`config.mk`:
```
export PLATFORM = sky130hd
export DESIGN_NAME = udp_report_tx
export DESIGN_NICKNAME = d
export VERILOG_FILES = /design/src/rtl/udp_report_tx.sv
export SDC_FILE = /design/constraint.sdc
export NUM_CORES = 1
export LEC_CHECK = 0
export CORE_UTILIZATION = 40
export DETAILED_ROUTE_END_ITERATION = 10
export GPL_TIMING_DRIVEN = 0
export PLACE_DENSITY = 0.66
export SKIP_LAST_GASP = 1
export SYNTH_ARGS = -nofsm -noshare
export SYNTH_HDL_FRONTEND = slang
export SYNTH_SLANG_ARGS = --single-unit
```
`constraint.sdc`:
```
create_clock -name clk_udp -period 5.5 [get_ports clk_udp]
set_input_delay 0.825 -clock clk_udp [delete_from_list [all_inputs] [get_ports clk_udp]]
set_output_delay 0.825 -clock clk_udp [all_outputs]
set_load 0.01 [all_outputs]
```
`src/rtl/udp_report_tx.sv`:
```
// udp_report_tx: serialises 32-bit order-book words into UDP payload frames.
// Each frame is a 3-byte opcode followed by big-endian words; tlast marks the
// final byte. A frame closes on a tlast word, on the dump sentinel, or when it
// reaches MAX_WORDS words. Header bytes are added downstream by the UDP TX core.
module udp_report_tx #(
    parameter logic [23:0] OP_DUMP_RSP  = 24'hF0E0D0,
    parameter logic [23:0] OP_TRADE_RPT = 24'hFED001,
    parameter int          MAX_WORDS    = 64,
    parameter logic [31:0] SENTINEL     = 32'hFFFF_FFFF
) (
    input  logic        clk_udp,
    input  logic        rst_udp,
    input  logic [31:0] s_word_tdata,
    input  logic        s_word_tvalid,
    input  logic        s_word_tlast,
    input  logic        s_word_is_dump,
    output logic        s_word_tready,
    output logic [7:0]  m_axis_tdata,
    output logic        m_axis_tvalid,
    output logic        m_axis_tlast,
    input  logic        m_axis_tready,
    output logic        o_busy,
    output logic [15:0] o_frame_count
);

    typedef enum logic [1:0] {
        ST_IDLE,
        ST_OPC,
        ST_WORD,
        ST_FETCH
    } state_t;

    localparam logic [8:0] MAX_W9 = 9'(MAX_WORDS);

    state_t      state;
    logic [1:0]  byte_idx;
    logic [31:0] word_q;
    logic        dump_q;
    logic [7:0]  wcnt;
    logic        end_q;

    logic        word_hs;
    logic        byte_hs;
    logic [8:0]  wcnt_next;

    // Opcode byte idx (0 = most significant) for the selected frame type.
    function automatic logic [7:0] opc_byte(input logic is_dump, input logic [1:0] idx);
        logic [23:0] opc;
        opc = is_dump ? OP_DUMP_RSP : OP_TRADE_RPT;
        case (idx)
            2'd0:    return opc[23:16];
            2'd1:    return opc[15:8];
            default: return opc[7:0];
        endcase
    endfunction

    // Word byte idx in big-endian order (0 = bits [31:24]).
    function automatic logic [7:0] word_byte(input logic [31:0] w, input logic [1:0] idx);
        case (idx)
            2'd0:    return w[31:24];
            2'd1:    return w[23:16];
            2'd2:    return w[15:8];
            default: return w[7:0];
        endcase
    endfunction

    // NOTE: tready is the only combinational output; it is gated by rst_udp so
    // the source never sees an accept while the FSM is being forced to IDLE.
    assign s_word_tready = !rst_udp && ((state == ST_IDLE) || (state == ST_FETCH));
    assign word_hs       = s_word_tvalid & s_word_tready;
    assign byte_hs       = m_axis_tvalid & m_axis_tready;
    assign wcnt_next     = {1'b0, wcnt} + 9'd1;

    // Framing FSM with registered AXI-stream outputs and frame statistics.
    // NOTE: all state here uses non-blocking assignments so every register
    // samples pre-edge values, independent of statement order.
    always_ff @(posedge clk_udp) begin
        if (rst_udp) begin
            state         <= ST_IDLE;
            byte_idx      <= 2'd0;
            word_q        <= 32'd0;
            dump_q        <= 1'b0;
            wcnt          <= 8'd0;
            end_q         <= 1'b0;
            m_axis_tdata  <= 8'd0;
            m_axis_tvalid <= 1'b0;
            m_axis_tlast  <= 1'b0;
            o_busy        <= 1'b0;
            o_frame_count <= 16'd0;
        end else begin
            case (state)
                ST_IDLE: begin
                    if (word_hs) begin
                        word_q        <= s_word_tdata;
                        dump_q        <= s_word_is_dump;
                        wcnt          <= 8'd1;
                        end_q         <= s_word_tlast
                                       | (s_word_is_dump & (s_word_tdata == SENTINEL))
                                       | (MAX_WORDS == 1);
                        byte_idx      <= 2'd0;
                        m_axis_tdata  <= opc_byte(s_word_is_dump, 2'd0);
                        m_axis_tvalid <= 1'b1;
                        m_axis_tlast  <= 1'b0;
                        o_busy        <= 1'b1;
                        state         <= ST_OPC;
                    end
                end

                ST_OPC: begin
                    if (byte_hs) begin
                        if (byte_idx == 2'd2) begin
                            byte_idx     <= 2'd0;
                            m_axis_tdata <= word_byte(word_q, 2'd0);
                            state        <= ST_WORD;
                        end else begin
                            byte_idx     <= byte_idx + 2'd1;
                            m_axis_tdata <= opc_byte(dump_q, byte_idx + 2'd1);
                        end
                    end
                end

                ST_WORD: begin
                    if (byte_hs) begin
                        if (byte_idx == 2'd3) begin
                            m_axis_tvalid <= 1'b0;
                            m_axis_tlast  <= 1'b0;
                            if (end_q) begin
                                o_frame_count <= o_frame_count + 16'd1;
                                o_busy        <= 1'b0;
                                state         <= ST_IDLE;
                            end else begin
                                state <= ST_FETCH;
                            end
                        end else begin
                            byte_idx     <= byte_idx + 2'd1;
                            m_axis_tdata <= word_byte(word_q, byte_idx + 2'd1);
                            m_axis_tlast <= end_q && (byte_idx == 2'd2);
                        end
                    end
                end

                ST_FETCH: begin
                    // The opcode chosen at frame start stays; is_dump is ignored here.
                    if (word_hs) begin
                        word_q        <= s_word_tdata;
                        wcnt          <= wcnt + 8'd1;
                        end_q         <= s_word_tlast
                                       | (dump_q & (s_word_tdata == SENTINEL))
                                       | (wcnt_next == MAX_W9);
                        byte_idx      <= 2'd0;
                        m_axis_tdata  <= word_byte(s_word_tdata, 2'd0);
                        m_axis_tvalid <= 1'b1;
                        m_axis_tlast  <= 1'b0;
                        state         <= ST_WORD;
                    end
                end

                default: state <= ST_IDLE;
            endcase
        end
    end

endmodule

```
# Word-level counts from Yosys, hierarchy flattened
# Index checks and enable logic that the tools add are counted.
[classes]
eq_ne = 18
n_reduce_logical = 20
n_addsub = 4
bitwise_logic = 7
mux = 43
[ops]
columns = ["op", "count"]
rows = [
  ["8-bit 2-to-1 mux", 8],
  ["20-bit 2-to-1 mux", 2],
  ["32-bit equality test, second input constant", 1],
  ["8-bit one-hot mux with 2 select lines", 2],
  ["8-bit one-hot mux with 4 select lines", 1],
  ["2-bit 2-to-1 mux", 12],
  ["8-bit one-hot mux with 3 select lines", 1],
  ["16-bit by 1-bit adder with 16-bit output, second input constant", 1],
  ["2-bit inequality test, second input constant", 8],
  ["4-bit AND reduction", 3],
  ["1-bit 2-to-1 mux", 11],
  ["2-bit equality test, second input constant", 5],
  ["5-bit AND reduction", 2],
  ["8-bit by 1-bit adder with 9-bit output, second input constant", 1],
  ["9-bit by 7-bit equality test with 1-bit output, second input constant", 1],
  ["8-bit by 1-bit adder with 8-bit output, second input constant", 1],
  ["1-bit one-hot mux with 2 select lines", 4],
  ["2-bit one-hot mux with 4 select lines", 1],
  ["2-bit one-hot mux with 3 select lines", 1],
  ["3-bit AND reduction", 2],
  ["6-bit AND reduction", 1],
  ["2-bit nonzero test", 3],
  ["1-bit bitwise AND", 4],
  ["2-bit by 1-bit equality test with 1-bit output, second input constant", 2],
  ["9 further kinds", 14],
]
[totals]
in_bits = 38
register_bits = 73

# Logic depth before layout (Yosys ltp)
[logic_depth]
word_depth = 6
depth_mapped = 9
depth_no_buf = 7

# Worst setup path before layout
# OpenSTA, ideal clock, no wires.
[synth_path]
kind = "in2out"
from = "in rst_udp"
to = "out s_word_tready"
path_buffers = 3
t_required_ns = 4.675
arrival_ns = 1.650
cell_stages = 4
slack_ns = 3.025
cell_sequence = "clkbuf_1 > clkbuf_1 > clkbuf_1 > nor2_1"
[synth_between]
elab_chain_cells = 2
[synth_lines]
columns = ["element", "line_no", "rtl"]
rows = [
  ["from (decl)", "12", "input logic rst_udp,"],
  ["1-bit logical NOT", "69", "assign s_word_tready = !rst_udp && ((state == ST_IDLE) || (state == ST_FETCH));"],
  ["1-bit logical AND", "69", ""],
  ["to (decl)", "17", "output logic s_word_tready,"],
]
# Every way passes these cells.

# Final worst setup path
# Ends and elaborated chain as after synthesis.

==> out/summary.md <==
## Outcome
• status: finished, violations left
• violations in the final reports: DRC

## Setup path
• arrival time reported for the critical path endpoint: 3.32 ns
• most frequent cell on the critical path: clkbuf_1
• cell with the largest stage delay on the worst path: clkdlybuf4s50_1
• Setup crit start kind: input port
• sort of element at the end of the critical path: output pin
• chain of cells forming the critical path: clkdlybuf4s50_1 > clkbuf_1 > clkbuf_1 > clkbuf_1 > nor2_1 > clkdlybuf4s50_1
• maximum fanout encountered on the critical timing path: 10
• Max stage delay on crit path: 0.64 ns
• worst setup path class: input port to output pin
• Crit path required time: 4.68 ns

## Global routing
• final global-route overflow total: 0
• number of antenna violations at the first check in global routing: 0
• first-pass GRT wire length: 16.8 mm
• vias in the first global route: 3,475
• pin count of the biggest net entering global routing: 13
• gr usage total: 0.218

## Power
• Pwr Density: 392 nW/um2
• leakage power figure: 1.65 nW
• portion of total power attributed to the clock network: 0.253
• sum of internal, switching and leakage power: 1.87 mW
• fraction of power consumed by combinational cells: 0.377
• Psw: 0.698 mW
• share of power burned in registers: 0.370
• switching share of total power: 0.373
• internal power: 1.17 mW
• highest ir drop seen on vdd: 153 uV

## Yosys
• Mapped Nets: 524
• average cell area after synthesis: 7.98 um2
• proportion of netlist area held by the largest area contributor: 0.388
• Primary FF master, synth: dfxtp_1
• flip-flop and latch count after synthesis: 73
• cell types occupying the most area after synthesis: dfxtp_1, nand2_1, o21ai_0
• number of enable flip-flop cells after synthesis: 0
• library cell occupying the most area in the post-synthesis netlist: dfxtp_1
• Post-Syn Area: 3760 um2
• sequential cell area fraction in the yosys report: 0.388
• Syn Inst Count: 472
• Synth Warn #: 0
• fraction of registers with async set/reset: 0
• post-synth cell types: 49

## Timing
• Finish-stage setup viols: 0
• relative slew slack: 0.601
• setup skew after layout: 0.0139 ns
• final critical path time including I/O delays and setup: 4.15 ns
• number of pins with negative max-slew slack in the final report: 0
• achievable frequency: 241 MHz
• portion of the clock cycle consumed by the worst path in the final layout: 0.754
• unrepaired setup endpoints after global routing: no
• slew at the pin closest to its max-slew limit: 0.598 ns
• count of endpoints failing hold in the final timing report: 0
• Sum Neg Setup Slack: 0 ns

## Layout
• number of inserted diodes: 0
• number of nets at the end of the flow: 600
• Filler cells: 901
• multi-input combinational cell area: 2150 um2
• layout cells sized above 1: 0.0524
• area occupied by registers: 1460 um2
• synthesis-to-layout area growth: 26.9%
• design area: 4780 um2

## Drt
• number of remaining DRC errors: 2
• via total after detailed routing: 3,665
• first-pass detailed-route iteration total: 8
• antenna violation net count after detailed routing: 0
• DRC violation total after the first TritonRoute iteration: 169
• Avg WL per Cell: 15.5 um
• average via count per standard cell: 5.52
• WL final: 10.3 mm

## Clocking
• count of instances resized after the clock tree is built: 0
• hold buffer count at cts: 0
• maximum level of the CTS H-tree: 3
• maximum number of buffers from clock root to sink: 2
• clk_lat worst skew: 0.35 ns
• Setup Buffers After CTS: 0
• Num CTS Buffers: 9
• clock root cell: clkbuf_8
• count of clock tree sinks: 73
• CTS tree: done
• Reg clk slew, reported paths: 0.07 ns

## Floorplanning
• Core Box Area: 9200 um2
• total die area: 9800 um2
• starting utilization of the core area: 0.409
• num rows: 35
• Die Ht: 99.0 um
• top-level port count: 66
• Die X-Extent: 99.0 um

## Placement
• cell area after placement: 4550 um2
• # port buffers: 65
• final HPWL from detailed placement: 7.78 mm
• placer's final routability congestion estimate: 0.881

## Run
• max-capacitance violation count: 0

## Worst hold path
• HP Class: flop to flop

per-layer routing:
layer,global-route usage,up-vias,wire (um)
met2,0.373,119,4980
met4,0.0918,0,272
met5,0,-,0
met3,0.0525,23,607
met1,0.259,1709,4410
li1,-,1814,-
layout make-up:
type                       instances  area share
clock buffer                      12      0.0304
multi-input combinational        360       0.450
buffer                            28      0.0238
tap                              111      0.0291
sequential                        73       0.306
clock inverter                     4      0.0160
timing repair buffer              65       0.136
inverter                          11     0.00865
power by group through the flow:
stage | Combinational [mW] | Sequential [mW] | Clock (mW)
after CTS | 0.699 | 0.693 | 0.483
final | 0.705 | 0.693 | 0.473
after global placement | 0.680 | 0.702 | 0
after global routing | 0.776 | 0.706 | 0.502
after floorplan | 0.452 | 0.695 | 0
after detailed placement | 0.695 | 0.705 | 0
cell usage in the layout, fill, tap and decap left out, types with 2 or more instances in the layout:
cell type / Yosys / layout
mux2i_1: 3 / 3
nor4_1: 5 / 5
o221ai_1: 3 / 3
clkbuf_8: 0 / 10
a222oi_1: 2 / 2
clkdlybuf4s50_1: 0 / 65
o211ai_1: 2 / 2
nand2b_1: 36 / 36
ha_1: 14 / 14
nand3_2: 2 / 2
and3_1: 3 / 3
dfxtp_1: 73 / 73
and2_1: 3 / 3
a22oi_1: 4 / 4
nor2b_1: 5 / 5
nand3b_1: 3 / 3
a211oi_1: 12 / 12
inv_1: 11 / 11
a32oi_1: 2 / 2
nor2_1: 40 / 40
nor3_1: 6 / 6
o31ai_1: 4 / 4
o21ai_0: 46 / 46
xnor2_1: 8 / 8
a21oi_1: 34 / 34
nand4_1: 14 / 14
a31oi_1: 2 / 2
nand2_1: 62 / 62
a22o_1: 3 / 3
buf_2: 6 / 6
bufinv_16: 0 / 2
clkbuf_1: 20 / 22
nand3_1: 12 / 12
a311oi_1: 6 / 6
xor2_1: 9 / 9
path summary, 6_finish.rpt:
kind / start / endpoint / slack, ns / cells after the start
max: rst_udp / s_word_tready / 1.35 / 6
min reg2reg: m_axis_tdata[3]$_SDFFE_PP0P_ / m_axis_tdata[3]$_SDFFE_PP0P_ / 0.46 / 2
max reg2reg: state[0]$_SDFFE_PP0P_ / word_q[24]$_SDFFE_PP0P_ / 3.22 / 7
min: m_axis_tdata[3]$_SDFFE_PP0P_ / m_axis_tdata[3]$_SDFFE_PP0P_ / 0.46 / 2
worst max-delay path, delay by kind of cell:
family,cells,cell delay [ns]
buffers and inverters,5,2.40
and+or+nand+nor,1,0.08
flip-flops by register name, summed over array words and instances (netlist names):
register	cells
m_axis_tvalid	1
o_busy	1
m_axis_tlast	1
word_q	32
m_axis_tdata	8
dump_q	1
end_q	1
byte_idx	2
o_frame_count	16
state	2
wcnt	8
logic make-up after synthesis:
family	share of synthesized area
simple gates	0.273
compound gates	0.204
flops	0.388
buf+inv	0.0412
xor+xnor	0.0395
fa+ha+maj	0.0465
mux	0.00798
cell usage after synthesis (8+ instances only):
library cell	number
a21oi_1	34
o21ai_0	46
nor2_1	40
nand2b_1	36
inv_1	11
xnor2_1	8
nand2_1	62
xor2_1	9
a211oi_1	12
nand4_1	14
ha_1	14
clkbuf_1	20
dfxtp_1	73
nand3_1	12
metrics by stage:
step / std cells / setup WS [ns] / util / hold slack (ns)
after global placement: 648 / 1.41 / 0.495 / 0.457
after detailed placement: 648 / 1.38 / 0.495 / 0.457
after global routing: 664 / 1.20 / 0.519 / 0.486
final: 664 / 1.35 / 0.519 / 0.465
after floorplan: 472 / 3.03 / - / 0.446
after CTS: 664 / 1.38 / 0.519 / 0.466
Power figures use the tool's default switching activity.
